$ cat config.mk
export PLATFORM = sky130hd
export DESIGN_NAME = vpu_store_unit_flat
export DESIGN_NICKNAME = d
export VERILOG_FILES = /design/src/rtl/vpu_store_unit_pkg.sv /design/src/rtl/vpu_store_unit_if.sv /design/src/rtl/vpu_store_unit.sv /design/src/flat_wrapper.sv
export SDC_FILE = /design/constraint.sdc
export NUM_CORES = 1
export LEC_CHECK = 0
export ABC_AREA = 1
export CAP_MARGIN = 20
export CORE_AREA = 2 2 237 239
export CTS_BUF_LIST = sky130_fd_sc_hd__clkbuf_8
export DETAILED_ROUTE_END_ITERATION = 8
export DIE_AREA = 0 0 239 241
export SLEW_MARGIN = 10
export SYNTH_ARGS = -nofsm -noshare
export SYNTH_HDL_FRONTEND = slang
export SYNTH_SLANG_ARGS = --single-unit
export TNS_END_PERCENT = 5
$ cat constraint.sdc
create_clock -name clk -period 4.5 [get_ports clk]
set_input_delay 0.45 -clock clk [delete_from_list [all_inputs] [get_ports clk]]
set_output_delay 0.45 -clock clk [all_outputs]
set_load 0.01 [all_outputs]
$ cat src/rtl/vpu_store_unit_pkg.sv
// Shared definitions for the VPU store engine: FSM state encoding, opcode value,
// and the command validation rule.
package vpu_store_unit_pkg;

    localparam logic [7:0] VOP_STORE = 8'h31;

    localparam int unsigned NUM_VREGS = 32;

    localparam logic [2:0] StIdle = 3'd0;
    localparam logic [2:0] StRd   = 3'd1;
    localparam logic [2:0] StCap  = 3'd2;
    localparam logic [2:0] StWr   = 3'd3;
    localparam logic [2:0] StFin  = 3'd4;
    localparam logic [2:0] StErr  = 3'd5;

    // Wide compare so vs+len never wraps the register index.
    function automatic logic cmd_invalid(input int unsigned vs, input int unsigned len);
        return (len == 0) || (vs + len > NUM_VREGS);
    endfunction

endpackage

$ cat src/rtl/vpu_store_unit_if.sv
// Command, VRF read port and SRAM write port of the VPU store engine.
// master: the store unit; slave: sequencer / VRF / SRAM arbiter side.
interface vpu_store_unit_if #(
    parameter int unsigned DATA_WIDTH = 256,
    parameter int unsigned ADDR_WIDTH = 20,
    parameter int unsigned VREG_BITS  = 5,
    parameter int unsigned LEN_WIDTH  = 16
);
    logic                  cmd_valid;
    logic                  cmd_ready;
    logic [VREG_BITS-1:0]  cmd_vs;
    logic [ADDR_WIDTH-1:0] cmd_addr;
    logic [LEN_WIDTH-1:0]  cmd_len;
    logic [LEN_WIDTH-1:0]  cmd_stride;

    logic                  vrf_re;
    logic [VREG_BITS-1:0]  vrf_raddr;
    logic [DATA_WIDTH-1:0] vrf_rdata;

    logic                  sram_we;
    logic [ADDR_WIDTH-1:0] sram_addr;
    logic [DATA_WIDTH-1:0] sram_wdata;
    logic                  sram_ready;

    modport master (
        input  cmd_valid, cmd_vs, cmd_addr, cmd_len, cmd_stride,
        input  vrf_rdata, sram_ready,
        output cmd_ready, vrf_re, vrf_raddr, sram_we, sram_addr, sram_wdata
    );

    modport slave (
        output cmd_valid, cmd_vs, cmd_addr, cmd_len, cmd_stride,
        output vrf_rdata, sram_ready,
        input  cmd_ready, vrf_re, vrf_raddr, sram_we, sram_addr, sram_wdata
    );

endinterface

$ cat src/rtl/vpu_store_unit.sv
// VPU vector store engine: reads len consecutive vector registers starting at vs
// and writes each one to SRAM at base + i*stride (address wraps modulo 2^ADDR_WIDTH).
module vpu_store_unit
    import vpu_store_unit_pkg::*;
#(
    parameter int unsigned DATA_WIDTH = 256,
    parameter int unsigned ADDR_WIDTH = 20,
    parameter int unsigned VREG_BITS  = 5,
    parameter int unsigned LEN_WIDTH  = 16
) (
    input  logic                clk,
    input  logic                rst_n,
    vpu_store_unit_if.master    bus,
    output logic                busy,
    output logic                done,
    output logic                error
);

    logic [2:0]            state_q, state_d;
    logic [ADDR_WIDTH-1:0] addr_q, addr_d;
    logic [VREG_BITS-1:0]  vs_q, vs_d;
    logic [LEN_WIDTH-1:0]  len_q, len_d;
    logic [LEN_WIDTH-1:0]  stride_q, stride_d;
    logic [LEN_WIDTH-1:0]  idx_q, idx_d;
    logic [DATA_WIDTH-1:0] wbuf_q, wbuf_d;

    logic last;
    logic rd_en;

    assign last = (idx_q == len_q - LEN_WIDTH'(1));

    // Next-state: command latch, index counter, running address accumulator.
    always_comb begin
        state_d  = state_q;
        addr_d   = addr_q;
        vs_d     = vs_q;
        len_d    = len_q;
        stride_d = stride_q;
        idx_d    = idx_q;
        wbuf_d   = wbuf_q;
        case (state_q)
            StIdle: begin
                if (bus.cmd_valid) begin
                    vs_d     = bus.cmd_vs;
                    addr_d   = bus.cmd_addr;
                    len_d    = bus.cmd_len;
                    stride_d = bus.cmd_stride;
                    idx_d    = '0;
                    state_d  = cmd_invalid(32'(bus.cmd_vs), 32'(bus.cmd_len)) ? StErr : StRd;
                end
            end
            StRd:  state_d = StCap;
            StCap: begin
                wbuf_d  = bus.vrf_rdata;
                state_d = StWr;
            end
            StWr: begin
                if (bus.sram_ready) begin
                    if (last) begin
                        state_d = StFin;
                    end else begin
                        idx_d   = idx_q + LEN_WIDTH'(1);
                        addr_d  = addr_q + ADDR_WIDTH'(stride_q);
                        state_d = StCap;
                    end
                end
            end
            StFin:   state_d = StIdle;
            StErr:   state_d = StIdle;
            default: state_d = StIdle;
        endcase
    end

    // State and datapath registers; reset abandons any store in flight.
    always_ff @(posedge clk or negedge rst_n) begin
        if (!rst_n) begin
            state_q  <= StIdle;
            addr_q   <= '0;
            vs_q     <= '0;
            len_q    <= '0;
            stride_q <= '0;
            idx_q    <= '0;
            wbuf_q   <= '0;
        end else begin
            state_q  <= state_d;
            addr_q   <= addr_d;
            vs_q     <= vs_d;
            len_q    <= len_d;
            stride_q <= stride_d;
            idx_q    <= idx_d;
            wbuf_q   <= wbuf_d;
        end
    end

    // Next register is prefetched in the same cycle the current write is accepted.
    assign rd_en = (state_q == StRd) || ((state_q == StWr) && bus.sram_ready && !last);

    // Outputs decoded from state; buses are zeroed when not in use.
    always_comb begin
        bus.cmd_ready  = (state_q == StIdle);
        busy           = (state_q != StIdle);
        done           = (state_q == StFin) || (state_q == StErr);
        error          = (state_q == StErr);
        bus.vrf_re     = rd_en;
        bus.vrf_raddr  = '0;
        if (rd_en) begin
            bus.vrf_raddr = vs_q + idx_q[VREG_BITS-1:0] + VREG_BITS'(state_q == StWr);
        end
        bus.sram_we    = (state_q == StWr);
        bus.sram_addr  = (state_q == StWr) ? addr_q : '0;
        bus.sram_wdata = (state_q == StWr) ? wbuf_q : '0;
    end

endmodule

$ cat src/flat_wrapper.sv
// flat-port wrapper written by rule: the top's interface ports become plain ports
module vpu_store_unit_flat import vpu_store_unit_pkg::*;
#(
    parameter int unsigned DATA_WIDTH = 256,
    parameter int unsigned ADDR_WIDTH = 20,
    parameter int unsigned VREG_BITS  = 5,
    parameter int unsigned LEN_WIDTH  = 16
)
  (clk, rst_n, busy, done, error, bus_cmd_valid, bus_cmd_vs, bus_cmd_addr, bus_cmd_len, bus_cmd_stride, bus_vrf_rdata, bus_sram_ready, bus_cmd_ready, bus_vrf_re, bus_vrf_raddr, bus_sram_we, bus_sram_addr, bus_sram_wdata);
  vpu_store_unit_if #(.DATA_WIDTH(DATA_WIDTH), .ADDR_WIDTH(ADDR_WIDTH), .VREG_BITS(VREG_BITS), .LEN_WIDTH(LEN_WIDTH)) bus_i ();
  input  logic clk;
  input  logic rst_n;
  output logic busy;
  output logic done;
  output logic error;
  input wire logic [$bits(bus_i.cmd_valid)-1:0] bus_cmd_valid;
  input wire logic [$bits(bus_i.cmd_vs)-1:0] bus_cmd_vs;
  input wire logic [$bits(bus_i.cmd_addr)-1:0] bus_cmd_addr;
  input wire logic [$bits(bus_i.cmd_len)-1:0] bus_cmd_len;
  input wire logic [$bits(bus_i.cmd_stride)-1:0] bus_cmd_stride;
  input wire logic [$bits(bus_i.vrf_rdata)-1:0] bus_vrf_rdata;
  input wire logic [$bits(bus_i.sram_ready)-1:0] bus_sram_ready;
  output wire logic [$bits(bus_i.cmd_ready)-1:0] bus_cmd_ready;
  output wire logic [$bits(bus_i.vrf_re)-1:0] bus_vrf_re;
  output wire logic [$bits(bus_i.vrf_raddr)-1:0] bus_vrf_raddr;
  output wire logic [$bits(bus_i.sram_we)-1:0] bus_sram_we;
  output wire logic [$bits(bus_i.sram_addr)-1:0] bus_sram_addr;
  output wire logic [$bits(bus_i.sram_wdata)-1:0] bus_sram_wdata;
  assign bus_i.cmd_valid = bus_cmd_valid;
  assign bus_i.cmd_vs = bus_cmd_vs;
  assign bus_i.cmd_addr = bus_cmd_addr;
  assign bus_i.cmd_len = bus_cmd_len;
  assign bus_i.cmd_stride = bus_cmd_stride;
  assign bus_i.vrf_rdata = bus_vrf_rdata;
  assign bus_i.sram_ready = bus_sram_ready;
  assign bus_cmd_ready = bus_i.cmd_ready;
  assign bus_vrf_re = bus_i.vrf_re;
  assign bus_vrf_raddr = bus_i.vrf_raddr;
  assign bus_sram_we = bus_i.sram_we;
  assign bus_sram_addr = bus_i.sram_addr;
  assign bus_sram_wdata = bus_i.sram_wdata;
  vpu_store_unit #(.DATA_WIDTH(DATA_WIDTH), .ADDR_WIDTH(ADDR_WIDTH), .VREG_BITS(VREG_BITS), .LEN_WIDTH(LEN_WIDTH)) u_core (.clk(clk), .rst_n(rst_n), .bus(bus_i), .busy(busy), .done(done), .error(error));
endmodule
==> summary.md, run 1 <==
| Metric | Value |
|---|---|
| Period utilization | `0.8255` |
| Setup WS pre-CTS | `1.499 ns` |
| Pwr per Cell Area | `696.1 nW/um^2` |
| Post-Syn Instances | `2,368` |
| Worst slew margin | `0.3309` |
| Pleak | `12.55 nW` |
| CP peak stage delay | `0.52 ns` |
| Startpoint Class | `flop` |
| Clk_skew | `0.02654 ns` |
| Most common cell after layout, fill and taps aside | `nor2_1` |
| M1 GR Usage | `0.2444` |
| RSZ-0062 raised after global routing | `no` |
| Cts bufs inserted | `61` |
| PostCTS Resize Cnt | `0` |
| Top Family by Delay on Critical Path | `simple AND/OR/NAND/NOR gates` |
| Max-capacitance violation count | `0` |
| Non-Filler Instances | `3,700` |
| HP Class | `input pin to flop` |
| Core Area | `54,880 um^2` |
| Grt peak-use layer | `met2` |
| Reg2Reg Depth | `15` |
| Worst path most repeated cell | `nand2_1` |
| Netlist cell types | `41` |
| Starting Density | `0.3168` |
| Die H | `241 um` |
| Area after DPL | `24,060 um^2` |
| Clk buf depth | `3` |
| #FFs+latches synth | `332` |
| Syn Area/Cell | `7.341 um^2` |
| Warnings from Yosys | `0` |
| Synthesized area | `17,380 um^2` |
| CP endpoint kind | `output port` |
| First-pass GRT wire length | `94.41 mm` |
| CTS tree | `done` |
| Mapped Nets | `2,715` |
| WS Path Type | `flop to output port` |
| Gpl congestion | `0.8715` |
| Chip width | `239 um` |
| Antenna violations before repair | `9` |
| Post-synth EDFFs | `0` |
| R2R setup slack | `1.58 ns` |
| IO Port Bufs | `603` |
| Final net count | `3,288` |
| Final core occ | `0.4628` |
| Htree depth | `2` |
| Crit path time final | `3.715 ns` |
| Via/cell ratio | `4.594` |
| Met3 global-route usage | `0.04941` |
| Peak supply drop | `0.0003982 V` |
| Grt total ovfl | `0` |
| Status | `completed` |
| Clk Latency, worst-skew pair | `0.66 ns` |
| DRT Pass-1 Iters | `7` |
| Dpl hpwl | `46.87 mm` |
| Slowest CP cell | `clkdlybuf4s50_1` |
| Post-placement cell count | `3,581` |
| Top-Level Pins | `604` |
| Vias in the first global route | `16.93k` |
| Final hold vios | `0` |
| Largest net degree at the start of global routing | `168` |
| Crit path max fanout | `6` |
| Crit path DAT | `3.26 ns` |
| Std cell rows | `86` |
| Drt initial violations | `860` |
| WP depth | `14` |
| Worst Setup Slack, final | `0.7851 ns` |
| Post-route cell area | `25,400 um^2` |
| Global-route met2 utilization | `0.3711` |
| Wire per inst | `16.90 um` |
| Max Slew Vio Count | `0` |
| Top_reg_cell synth | `dfrtp_1` |
| Setup TNS | `0 ns` |
| Antenna viol nets, final | `0` |
| Number of fill cells | `5,425` |
| Most frequent cells in the layout | `626 x nor2_1, 602 x clkdlybuf4s50_1, 386 x inv_1` |
| Post-synthesis sequential area ratio | `0.4779` |
| Gr usage total | `0.2096` |
| Worst Path Required | `4.05 ns` |
| Number of setup violations in the final report | `0` |
| Post-Route WL | `62.53 mm` |
| Critical path, cell by cell | `inv_2 -> ha_1 -> nand2_1 -> nor2_2 -> nand2_1 -> nand2_1 -> nand2_1 -> nand2_1 -> nand3_1 -> nor2_1 -> nand2_1 -> o21ai_1 -> a21boi_0 -> clkdlybuf4s50_1` |
| Clk root buf | `clkbuf_8` |
| Clk sinks | `332` |
| Hold Path Stages | `3` |
| Die area | `57,600 um^2` |
| Post-synth ARST share | `1.000` |
| Area Overhead vs Synth | `46.10%` |
| Via count | `17.00k` |
| Tightest Pin Transition | `1.004 ns` |
| Layout cell share with drive strength beyond 1 | `0.05388` |
| Residual DRC | `0` |
| Fmax | `0.2692 GHz` |
| Buf/Inv on CP | `2` |
| Clock slew at reported path FFs | `0.06 ns` |
[Yosys cell counts (all sizes together) (4+ instances only)]
cell type	count	area share
buf	19	0.0068
a21oi	294	0.085
nor2	641	0.14
clkbuf	94	0.020
o21ai	42	0.012
xnor2	10	0.0050
nand2	331	0.073
fa	4	0.0046
nand3b	8	0.0035
ha	26	0.019
nand4	16	0.0058
inv	374	0.081
xor2	25	0.013
nand3	100	0.029
dfrtp	332	0.48
nor3	17	0.0049
mux2	19	0.012
[repair_timing]
action	in CTS	in global routing
setup buffers	0	0
hold buffers	1	0
hold endpoints to repair	100	0
[per-layer routing]
| metal | up-vias | share of wire |
|---|---|---|
| met1 | 7978 | 0.40 |
| met2 | 476 | 0.51 |
| met3 | 117 | 0.064 |
| met5 | - | 0.00037 |
| li1 | 8421 | - |
| met4 | 4 | 0.031 |
[metrics by stage]
stage	total power, W	hold slack, ns
6_report	0.01768	0.3464
5_1_grt	0.01915	0.3016
4_1_cts	0.01785	0.2760
3_5_place_dp	0.01469	0.5014
3_3_place_gp	0.01456	0.4908
2_1_floorplan	0.01054	0.1544
[power breakdown]
group | total [W] | internal [W] | leakage [nW] | switching [W]
Clock | 0.00306 | 0.00170 | 0.737 | 0.00136
Sequential | 0.00498 | 0.00442 | 3.75 | 0.000565
Combinational | 0.00963 | 0.00397 | 8.06 | 0.00567
Total | 0.0177 | 0.0101 | 12.6 | 0.00759
[logic make-up (layout without fill, tap and decap cells)]
kind of cell | after synthesis | after routing | synth area share
other | 0 | 8 | 0
adder cells (fa/ha/maj) | 30 | 30 | 0.02332
XOR/XNOR | 36 | 36 | 0.01893
AO/OA/AOI/OAI | 342 | 342 | 0.09926
AND/OR/NAND/NOR | 1121 | 1121 | 0.2601
buffers and inverters | 488 | 1108 | 0.1081
multiplexers | 19 | 19 | 0.01231
flip-flops | 332 | 332 | 0.4779
[final timing paths]
| kind | startpoint | endpoint |
|---|---|---|
| worst max-delay path | u_core.len_q[0] | bus_vrf_raddr[0] |
| worst min-delay path | bus_vrf_rdata[102] | u_core.wbuf_q[102] |
| worst max register to register | u_core.len_q[0] | u_core.addr_q[10] |
| worst min register to register | u_core.wbuf_q[93] | u_core.wbuf_q[93] |
| max in group asynchronous | rst_n | u_core.wbuf_q[205] |
| min in group asynchronous | rst_n | u_core.wbuf_q[251] |
[layout make-up]
| class | instances | area [um^2] | share of cell area |
|---|---|---|---|
| well taps | 704 | 880.8 | 0.03468 |
| diodes | 8 | 20.02 | 0.0007883 |
| inverters | 375 | 1415 | 0.05572 |
| clock inverters | 30 | 205.2 | 0.008080 |
| flip-flops and latches | 332 | 8308 | 0.3271 |
| repair buffers | 623 | 6256 | 0.2463 |
| multi-input cells | 1548 | 7211 | 0.2839 |
| clock buffers | 80 | 1101 | 0.04335 |
[state kept, by name, indices dropped and copies added, names as in the netlist]
name	count
u_core.state_q	3
u_core.wbuf_q	256
u_core.stride_q	16
u_core.len_q	16
u_core.vs_q	5
u_core.idx_q	16
u_core.addr_q	20
[worst min-delay path: cells and delay by family]
kind / cells / cell delay (ns)
AO/OA/AOI/OAI: 1 / 0.04
buffers and inverters: 1 / 0.39
AND/OR/NAND/NOR: 1 / 0.10
Power figures use the tool's default switching activity.
==> inputs of run 2 (changes only) <==
- CORE_AREA: 2 2 237 239 -> 2 2 233 235
- DIE_AREA: 0 0 239 241 -> 0 0 235 237
- clock period: 4.5 -> 3.9 ns (I/O delays scaled with it)
==> run 2 against run 1 <==
Compared with the run above:
- register-to-register slack got worse by 0.42 ns
- critical path depth fell by 4
- via count fell by 0.60%
- final cell count fell by 0.27%
- worst setup slack got worse by 0.48 ns
- total power rose by 14%
- sequential power rose by 16%
- combinational power rose by 15%
- die area fell by 3.3%
- hold slack got worse by 0.044 ns
- global-route usage rose by 0.42 points
- count of clock-buffer cells in the layout did not move
- critical endpoint is now bus_vrf_raddr[4]
- largest cell class unchanged
- highest routed layer unchanged
==> summary.md, run 2 (synthesis gave the netlist of run 1 again) <==
| Metric | Value |
|---|---|
| Status | `completed` |
| Crit path DAT | `3.21 ns (-0.05 ns)` |
| Area after DPL | `24,060 um^2 (about the same)` |
| Htree depth | `2 (unchanged)` |
| CTS tree | `done` |
| Crit path max fanout | `7 (+1)` |
| Final core occ | `0.4755 (+0.01273)` |
| Residual DRC | `0 (unchanged)` |
| Most common cell after layout, fill and taps aside | `nor2_1` |
| CP endpoint kind | `output port` |
| Gr usage total | `0.2138 (+0.004200)` |
| Top-Level Pins | `604 (unchanged)` |
| Fmax | `0.2778 GHz` |
| Max Slew Vio Count | `0 (unchanged)` |
| Area Overhead vs Synth | `45.76%` |
| Worst Path Required | `3.51 ns (-0.54 ns)` |
| Cts bufs inserted | `60 (-1.6%)` |
| Max-capacitance violation count | `0 (unchanged)` |
| Post-Route WL | `61.24 mm (-2.1%)` |
| Starting Density | `0.3262 (+0.009484)` |
| Layout cell share with drive strength beyond 1 | `0.05429 (+0.0004073)` |
| Period utilization | `0.9229` |
| Clk_skew | `0.01921 ns (-0.007330 ns)` |
| Gpl congestion | `0.8791 (+0.87%)` |
| HP Class | `input pin to flop` |
| Dpl hpwl | `45.82 mm (-2.2%)` |
| Worst slew margin | `0.4261 (+0.09521)` |
| Die H | `237 um (-1.7%)` |
| Clk sinks | `332 (unchanged)` |
| Chip width | `235 um (-1.7%)` |
| DRT Pass-1 Iters | `5 (-2)` |
| Std cell rows | `85 (-1.2%)` |
| Post-route cell area | `25,340 um^2 (-0.24%)` |
| Die area | `55,700 um^2 (-3.3%)` |
| IO Port Bufs | `603 (unchanged)` |
| Final hold vios | `0 (unchanged)` |
| RSZ-0062 raised after global routing | `no` |
| Clock slew at reported path FFs | `0.07 ns (about the same)` |
| First-pass GRT wire length | `94.36 mm (about the same)` |
| Setup TNS | `0 ns (unchanged)` |
| Antenna violations before repair | `14 (+5)` |
| Largest net degree at the start of global routing | `185 (+10%)` |
| Antenna viol nets, final | `0 (unchanged)` |
| Number of fill cells | `5,331 (-1.7%)` |
| Most frequent cells in the layout | `626 x nor2_1, 602 x clkdlybuf4s50_1, 382 x inv_1` |
| Final net count | `3,289 (+0.030%)` |
| Largest regs | `u_core.wbuf_q (256), u_core.addr_q (20)` |
| Via/cell ratio | `4.578 (-0.33%)` |
| Pleak | `12.51 nW (-0.29%)` |
| Clk root buf | `clkbuf_8` |
| Largest Register | `u_core.wbuf_q` |
| Crit path time final | `3.599 ns` |
| Clk buf depth | `3 (unchanged)` |
| Drt initial violations | `897 (+4.3%)` |
| Tightest Pin Transition | `0.8608 ns (-0.1428 ns)` |
| Grt total ovfl | `0 (unchanged)` |
| Core Area | `53,280 um^2 (-2.9%)` |
| Wire per inst | `16.60 um (-1.8%)` |
| Via count | `16.89k (-0.60%)` |
| Vias in the first global route | `16.98k (+0.26%)` |
| Post-CTS setup buffers | `0 (unchanged)` |
| Number of setup violations in the final report | `0 (unchanged)` |
| Clk Latency, worst-skew pair | `0.66 ns (about the same)` |
| Peak supply drop | `0.0004332 V (+8.8%)` |
| Pwr per Cell Area | `796.7 nW/um^2 (+14%)` |
| Startpoint Class | `flop` |
| WS Path Type | `flop to output port` |
| Max reg flops | `256 (unchanged)` |
-- run 2: repair_timing --
item,4_1_cts,5_1_grt
hold endpoints to repair,99,0
resized for setup,0,1
endpoints found under the setup margin,0,1
hold buffers,1,0
-- run 2: area by class of cell --
cell class	instances	area [um^2]	area share
inverters	375	1415	0.05585
clock inverters	24	111.4	0.004395
clock buffers	80	1101	0.04346
well taps	696	870.8	0.03437
diodes	10	25.02	0.0009877
flip-flops and latches	332	8308	0.3279
repair buffers	625	6291	0.2483
multi-input cells	1548	7214	0.2847
-- run 2: metrics by stage --
| stage | setup WS [ns] | instances | hold slack [ns] | total power (W) |
|---|---|---|---|---|
| 6_report | 0.3007 | 3690 | 0.3026 | 0.02018 |
| 5_1_grt | 0.02575 | 3690 | 0.2606 | 0.02187 |
| 4_1_cts | 0.2186 | 3679 | 0.2425 | 0.02040 |
| 3_5_place_dp | 0.9467 | 3574 | 0.5003 | 0.01692 |
| 3_3_place_gp | 0.9464 | 3574 | 0.4906 | 0.01673 |
| 2_1_floorplan | 1.122 | 2368 | 0.09441 | 0.01216 |
-- run 2: where the power goes --
part	switching, W	internal, W	total [W]
Combinational	0.00649	0.00459	0.0111
Clock	0.00153	0.00181	0.00334
Sequential	0.000661	0.00510	0.00576
-- run 2: path summary, 6_finish.rpt --
check / start / endpoint / slack, ns / cells past startpoint
setup / recovery: u_core.state_q[1] / bus_vrf_raddr[4] / 0.30 / 10
hold / removal: bus_vrf_rdata[109] / u_core.wbuf_q[109] / 0.30 / 3
setup reg to reg: u_core.state_q[2] / u_core.addr_q[9] / 1.16 / 9
hold reg to reg: u_core.wbuf_q[218] / u_core.wbuf_q[218] / 0.51 / 2
max in group asynchronous: rst_n / u_core.stride_q[2] / 2.50 / 3
min in group asynchronous: rst_n / u_core.wbuf_q[21] / 0.38 / 2
-- run 2: routing by layer --
metal	part of all wire	GRT usage	up-vias
met5	0.00090	0	-
met3	0.064	0.05654	118
met4	0.031	0.08631	8
li1	-	-	8409
met2	0.50	0.3721	479
met1	0.40	0.2497	7880
-- run 2: critical path: stages, from the launching register on --
cell	delay, ns
dfrtp_1	0.49
nand2_1	0.11
nor2_1	0.21
fa_1	0.23
inv_1	0.06
fa_1	0.39
o21ai_0	0.17
a21oi_1	0.09
xor2_1	0.14
a21oi_1	0.12
clkdlybuf4s50_1	0.55
